File: config.mk
export PLATFORM = sky130hd
export DESIGN_NAME = ag32gbd_frame_scanner
export DESIGN_NICKNAME = d
export VERILOG_FILES = /design/src/rtl/ag32gbd_frame_scanner.sv
export SDC_FILE = /design/constraint.sdc
export NUM_CORES = 1
export LEC_CHECK = 0
export CORE_ASPECT_RATIO = 0.6
export CORE_MARGIN = 8
export CORE_UTILIZATION = 36
export DETAILED_ROUTE_END_ITERATION = 12
export PLACE_DENSITY = 0.62
export RECOVER_POWER = 25
export SETUP_SLACK_MARGIN = 0.1
export SLEW_MARGIN = 20
export SYNTH_ARGS = -nofsm -noshare
export SYNTH_HDL_FRONTEND = slang
export SYNTH_SLANG_ARGS = --single-unit
export TNS_END_PERCENT = 100
File: constraint.sdc
create_clock -name sys_clock -period 2.1 [get_ports sys_clock]
set_input_delay 0.21 -clock sys_clock [delete_from_list [all_inputs] [get_ports sys_clock]]
set_output_delay 0.21 -clock sys_clock [all_outputs]
set_load 0.01 [all_outputs]
File: src/rtl/ag32gbd_frame_scanner.sv
// ---------------------------------------------------------------------------
// ag32gbd_frame_scanner
//   Frame-level sequencer for the per-pixel sampler. Walks every pixel of a
//   frame in raster order, asks the sampler for each pixel's 2-bit value,
//   packs four values per byte (first pixel of the group in [7:6]) and writes
//   each completed byte to the frame buffer.
//
//   Optional feature macro: SCAN_TIMEOUT_EN
//     defined   : a watchdog aborts the frame if the sampler stalls for
//                 TIMEOUT cycles and raises the sticky scan_error flag.
//     undefined : the scanner waits on the sampler indefinitely and
//                 scan_error is tied low.
//
// Ports
//   sys_clock     in   system clock
//   sys_reset     in   synchronous active-high reset
//   frame_start   in   1-cycle pulse, begin a frame (ignored while busy)
//   frame_abort   in   level, stop after the current pixel, no more writes
//   busy          out  frame in progress
//   frame_done    out  1-cycle pulse at the end of a frame or abort
//   scan_error    out  sticky timeout flag, cleared by an accepted start
//   sample_start  out  sampler start request
//   pixel_x/y     out  pixel coordinates presented to the sampler
//   sample_done   in   sampler done (held high for several cycles)
//   sample_value  in   sampler result, valid while sample_done is high
//   fb_we         out  frame buffer write strobe
//   fb_addr       out  frame buffer byte address
//   fb_wdata      out  packed byte
// ---------------------------------------------------------------------------
module ag32gbd_frame_scanner #(
  parameter int FRAME_W    = 128,
  parameter int FRAME_H    = 112,
  parameter int START_HOLD = 3,
  parameter int TIMEOUT    = 4095,
  parameter int FB_AW      = 12
) (
  input  logic             sys_clock,
  input  logic             sys_reset,
  input  logic             frame_start,
  input  logic             frame_abort,
  output logic             busy,
  output logic             frame_done,
  output logic             scan_error,
  output logic             sample_start,
  output logic [6:0]       pixel_x,
  output logic [6:0]       pixel_y,
  input  logic             sample_done,
  input  logic [1:0]       sample_value,
  output logic             fb_we,
  output logic [FB_AW-1:0] fb_addr,
  output logic [7:0]       fb_wdata
);

  localparam int HOLD_W = $clog2(START_HOLD + 1);
  localparam int AW2    = FB_AW + 2;

  if ((FRAME_W % 4) != 0 || FRAME_W > 128 || FRAME_H > 128 || START_HOLD < 1 || TIMEOUT < 1)
  begin : g_param_check
    $error("ag32gbd_frame_scanner: illegal parameter combination");
  end

  typedef enum logic [2:0] {
    IDLE, START, WAIT_DONE, WAIT_REL, WRITE, FINISH
  } state_t;

  state_t              state_q, state_d;
  logic [6:0]          x_q, x_d;
  logic [6:0]          y_q, y_d;
  logic [7:0]          pack_q, pack_d;
  logic [HOLD_W-1:0]   hold_q, hold_d;

`ifdef SCAN_TIMEOUT_EN
  localparam int TMO_W = $clog2(TIMEOUT + 1);
  logic [TMO_W-1:0]    tmo_q, tmo_d;
  logic                err_q, err_d;
`endif

  always_ff @(posedge sys_clock) begin
    if (sys_reset) begin
      state_q <= IDLE;
      x_q     <= '0;
      y_q     <= '0;
      pack_q  <= '0;
      hold_q  <= '0;
`ifdef SCAN_TIMEOUT_EN
      tmo_q   <= '0;
      err_q   <= 1'b0;
`endif
    end else begin
      state_q <= state_d;
      x_q     <= x_d;
      y_q     <= y_d;
      pack_q  <= pack_d;
      hold_q  <= hold_d;
`ifdef SCAN_TIMEOUT_EN
      tmo_q   <= tmo_d;
      err_q   <= err_d;
`endif
    end
  end

  always_comb begin
    state_d = state_q;
    x_d     = x_q;
    y_d     = y_q;
    pack_d  = pack_q;
    hold_d  = hold_q;
`ifdef SCAN_TIMEOUT_EN
    err_d   = err_q;
    tmo_d   = '0;
`endif
    case (state_q)
      IDLE: begin
        if (frame_start) begin
          x_d     = '0;
          y_d     = '0;
          hold_d  = '0;
`ifdef SCAN_TIMEOUT_EN
          err_d   = 1'b0;
`endif
          state_d = START;
        end
      end
      START: begin
        if (hold_q == HOLD_W'(START_HOLD - 1)) begin
          hold_d  = '0;
          state_d = WAIT_DONE;
        end else begin
          hold_d  = hold_q + 1'b1;
        end
      end
      WAIT_DONE: begin
        if (sample_done) begin
          pack_d  = {pack_q[5:0], sample_value};
          state_d = WAIT_REL;
        end
      end
      // Leaving only once done has dropped keeps a long done pulse from
      // being captured again for the next pixel.
      WAIT_REL: begin
        if (!sample_done) begin
          if (frame_abort) begin
            state_d = FINISH;
          end else if (x_q[1:0] == 2'd3) begin
            state_d = WRITE;
          end else begin
            x_d     = x_q + 1'b1;
            state_d = START;
          end
        end
      end
      // The write strobe is decoded from this state, so it happens even
      // when abort is seen here.
      WRITE: begin
        if (x_q == 7'(FRAME_W - 1)) begin
          x_d = '0;
          if (y_q != 7'(FRAME_H - 1)) begin
            y_d = y_q + 1'b1;
          end
        end else begin
          x_d = x_q + 1'b1;
        end
        if (frame_abort || (x_q == 7'(FRAME_W - 1) && y_q == 7'(FRAME_H - 1))) begin
          state_d = FINISH;
        end else begin
          state_d = START;
        end
      end
      FINISH: begin
        x_d     = '0;
        y_d     = '0;
        state_d = IDLE;
      end
      default: state_d = IDLE;
    endcase

`ifdef SCAN_TIMEOUT_EN
    // Watchdog restarts on every state entry and only counts while the
    // scanner is stalled on the sampler.
    if ((state_q == WAIT_DONE || state_q == WAIT_REL) && state_d == state_q) begin
      if (tmo_q == TMO_W'(TIMEOUT - 1)) begin
        err_d   = 1'b1;
        state_d = FINISH;
      end else begin
        tmo_d   = tmo_q + 1'b1;
      end
    end
`endif
  end

  assign busy         = (state_q != IDLE);
  assign frame_done   = (state_q == FINISH);
  assign sample_start = (state_q == START);
  assign fb_we        = (state_q == WRITE);
  assign pixel_x      = x_q;
  assign pixel_y      = y_q;
  assign fb_wdata     = pack_q;
  // Linear pixel index formed at full width, then divided by four pixels per byte.
  assign fb_addr      = FB_AW'((AW2'(y_q) * AW2'(FRAME_W) + AW2'(x_q)) >> 2);

`ifdef SCAN_TIMEOUT_EN
  assign scan_error   = err_q;
`else
  assign scan_error   = 1'b0;
`endif

endmodule
==> results.sh <==
export IMPL_status="completed"
export IMPL_setup_viol=0
export IMPL_critPathKind="register to output port"
export IMPL_maxSlewViolCount=0
export IMPL_drtPass1Iterations=4
export IMPL_core_um2=4031
export IMPL_synthTopCellsByArea="dfxtp_1 36%, nand2_1 7.8%, buf_4 7.1%"
export IMPL_postSynth_asyncResetShare_pct=0
export IMPL_ant_nets=0
export IMPL_clkPwrFrac_pct=27.5
export IMPL_synth_edf_count=0
export IMPL_rsz0062_at_grt="true"
export IMPL_cts_setup_buffers=0
export IMPL_grt_pass1_vias=1252
export IMPL_hold_viol=0
export IMPL_leakage_nw=0.7119
export IMPL_cp_max_fo=14
export IMPL_place_area_um2=1854
export IMPL_p_int_mw=0.7824
export IMPL_yosysTopAreaCell="dfxtp_1"
export IMPL_rr_worst_depth=6
export IMPL_numCtsBuffers=3
export IMPL_dieArea_um2=6500
export IMPL_vias=1320
export IMPL_dp_cells=260
export IMPL_drc=0
export IMPL_syn_to_final_growth_pct=28.50
export IMPL_fp_dieW_um=98.89
export IMPL_rows=18
export IMPL_p_switching_mw=0.3363
export IMPL_gp_routability_congestion=0.7429
export IMPL_p_comb_share_pct=21.8
export IMPL_p_per_area_nw_per_um2=586.7
export IMPL_fin_skew_ns=0.009434
export IMPL_arrival_ns=1.77
export IMPL_tns_ns=0
export IMPL_cts_tree="done"
export IMPL_clockBufferDepth=2
export IMPL_boundaryPins=46
export IMPL_fin_cells=264
export IMPL_start_util_pct=36.81
export IMPL_h_tree_depth=1
export IMPL_grt_pass1_wl_um=5982
export IMPL_drt_wl_total_um=3514
export IMPL_clock_latency_ns=0.28
export IMPL_required_ns=1.89
export IMPL_viasPerCell=5.000
export IMPL_overflow=0
export IMPL_syn_avg_cell_area_um2=8.021
export IMPL_hold_class="register to register"
export IMPL_cp_start_kind="register"
export IMPL_finalCritPeriodShare_pct=94.07
export IMPL_synth_top_area_share_pct=36.42
export IMPL_cts_clk_slew_worst_paths_ns=0.10
export IMPL_yosysWarnings=0
export IMPL_die_height_um=65.73
export IMPL_seq_power_share_pct=50.7
export IMPL_root_buffer="clkbuf_8"
export IMPL_synth_net_count=194
export IMPL_seq_area_frac_synth_pct=36.42
export IMPL_ys_flop_type="dfxtp_1"
export IMPL_switching_share_pct=30.06
export IMPL_grt_usage_pct=11.30
export IMPL_wl_per_cell_um=13.31
export IMPL_place_port_buffers=44
export IMPL_grt_max_degree=18
export IMPL_max_cap_viol_count=0
export IMPL_dp_hpwl_um=2658
export IMPL_worstHoldPathCells=2
export IMPL_crit_path_end_kind="output port"
export IMPL_fin_crit_ns=1.975
export IMPL_whs_ns=0.4562
export IMPL_final_cell_area_um2=1907
export IMPL_antenna_found_initial=0
export IMPL_peakVddDrop_mv=0.2217
export IMPL_initialDrtViolationCount=77
export IMPL_syn_inst=185
export IMPL_final_nets=224
export IMPL_ys_types=45
export IMPL_cts_sinks=27
export IMPL_drive_above_1_share_pct=7.009
export IMPL_synth_area_um2=1484
export IMPL_clock_fmax_mhz=506.2
export IMPL_diodes=0
export IMPL_ys_seq_elements=27
==> through the flow <==
step / setup slack [ns] / utilization, % / power [mW]
floorplan: 0.3206 / - / 0.7406
global placement: 0.2433 / 46.00 / 0.8222
detailed placement: 0.2283 / 46.00 / 0.8213
CTS: 0.1337 / 47.24 / 1.131
global route: 0.06797 / 47.30 / 1.186
finish: 0.1246 / 47.30 / 1.119
==> registers in the layout, indices dropped and copies added (netlist names) <==
register / count
fb_wdata: 8
pixel_x: 7
state_q: 3
pixel_y: 7
hold_q: 2
==> Yosys cell counts, drive strengths merged (2+ instances only) <==
master	number
or4	2
o31a	2
nand3	6
and3	3
a21o	2
inv	4
buf	17
nand3b	2
a21oi	19
a211oi	2
xnor2	3
o21ai	6
dfxtp	27
nor2	18
nor2b	2
nor3	2
and2	2
nand2	31
ha	2
o21a	2
nand2b	3
clkbuf	4
xor2	3
or3	2
nor4	2
o211ai	3
==> per-layer routing <==
metal / global-route usage, % / wire, µm
met5: 0 / 0
met4: 3.226 / 19
met3: 4.636 / 263
met2: 16.42 / 1443
met1: 14.93 / 1787
==> power by group through the flow <==
stage                     sequential, mW  clock (mW)  combinational [mW]
after floorplan                    0.560           0               0.181
after global routing               0.570       0.342               0.275
after CTS                          0.566       0.319               0.246
final                              0.567       0.307               0.244
after global placement             0.577           0               0.246
after detailed placement           0.576           0               0.245
==> worst max-delay path: stages (launching register included) <==
cell	delay, ns
dfxtp_2	0.41
buf_4	0.18
nor3b_2	0.29
clkdlybuf4s50_1	0.60
==> path summary, 6_finish.rpt <==
kind,from,endpoint,slack (ns)
worst max register to register,pixel_x[0],state_q[2],0.24
worst min-delay path,fb_wdata[7],fb_wdata[7],0.46
worst min register to register,fb_wdata[7],fb_wdata[7],0.46
worst max-delay path,state_q[0],fb_we,0.12
==> cell families after synthesis <==
group,after synthesis,share of synthesized area (%)
AND/OR/NAND/NOR,80,26.31
AO/OA/AOI/OAI,44,20.83
flip-flops,27,36.43
buffers and inverters,25,10.96
XOR/XNOR,6,3.542
adder cells (fa/ha/maj),2,1.686
other,1,0.2527
==> placed cells by master, fill, tap and decap left out, types with 3 or more instances in the layout <==
cell type and count:
inv_1 4, o21ai_0 5, o211ai_1 3, xor2_1 3, nand3_1 6, nand2_1 31
dfxtp_1 26, clkdlybuf4s50_1 31, nor2_1 18, dlygate4sd3_1 13, xnor2_1 3, clkbuf_8 3
a21oi_1 18
==> area by class of cell <==
type / instances / area (µm²)
fillers: 403 / 2125
clock inverters: 1 / 7.507
well taps: 50 / 62.56
flip-flops and latches: 27 / 541.8
clock buffers: 3 / 41.29
multi-input cells: 133 / 783.3
repair buffers: 46 / 455.4
inverters: 4 / 15.01
==> timing repair <==
| action | CTS | global route |
|---|---|---|
| pin swaps | 0 | 0 |
| endpoints found under the setup margin | 1 | 4 |
| hold buffers | 0 | 0 |
| resized for setup | 1 | 2 |
No activity file was read; power rests on OpenSTA's default activity.
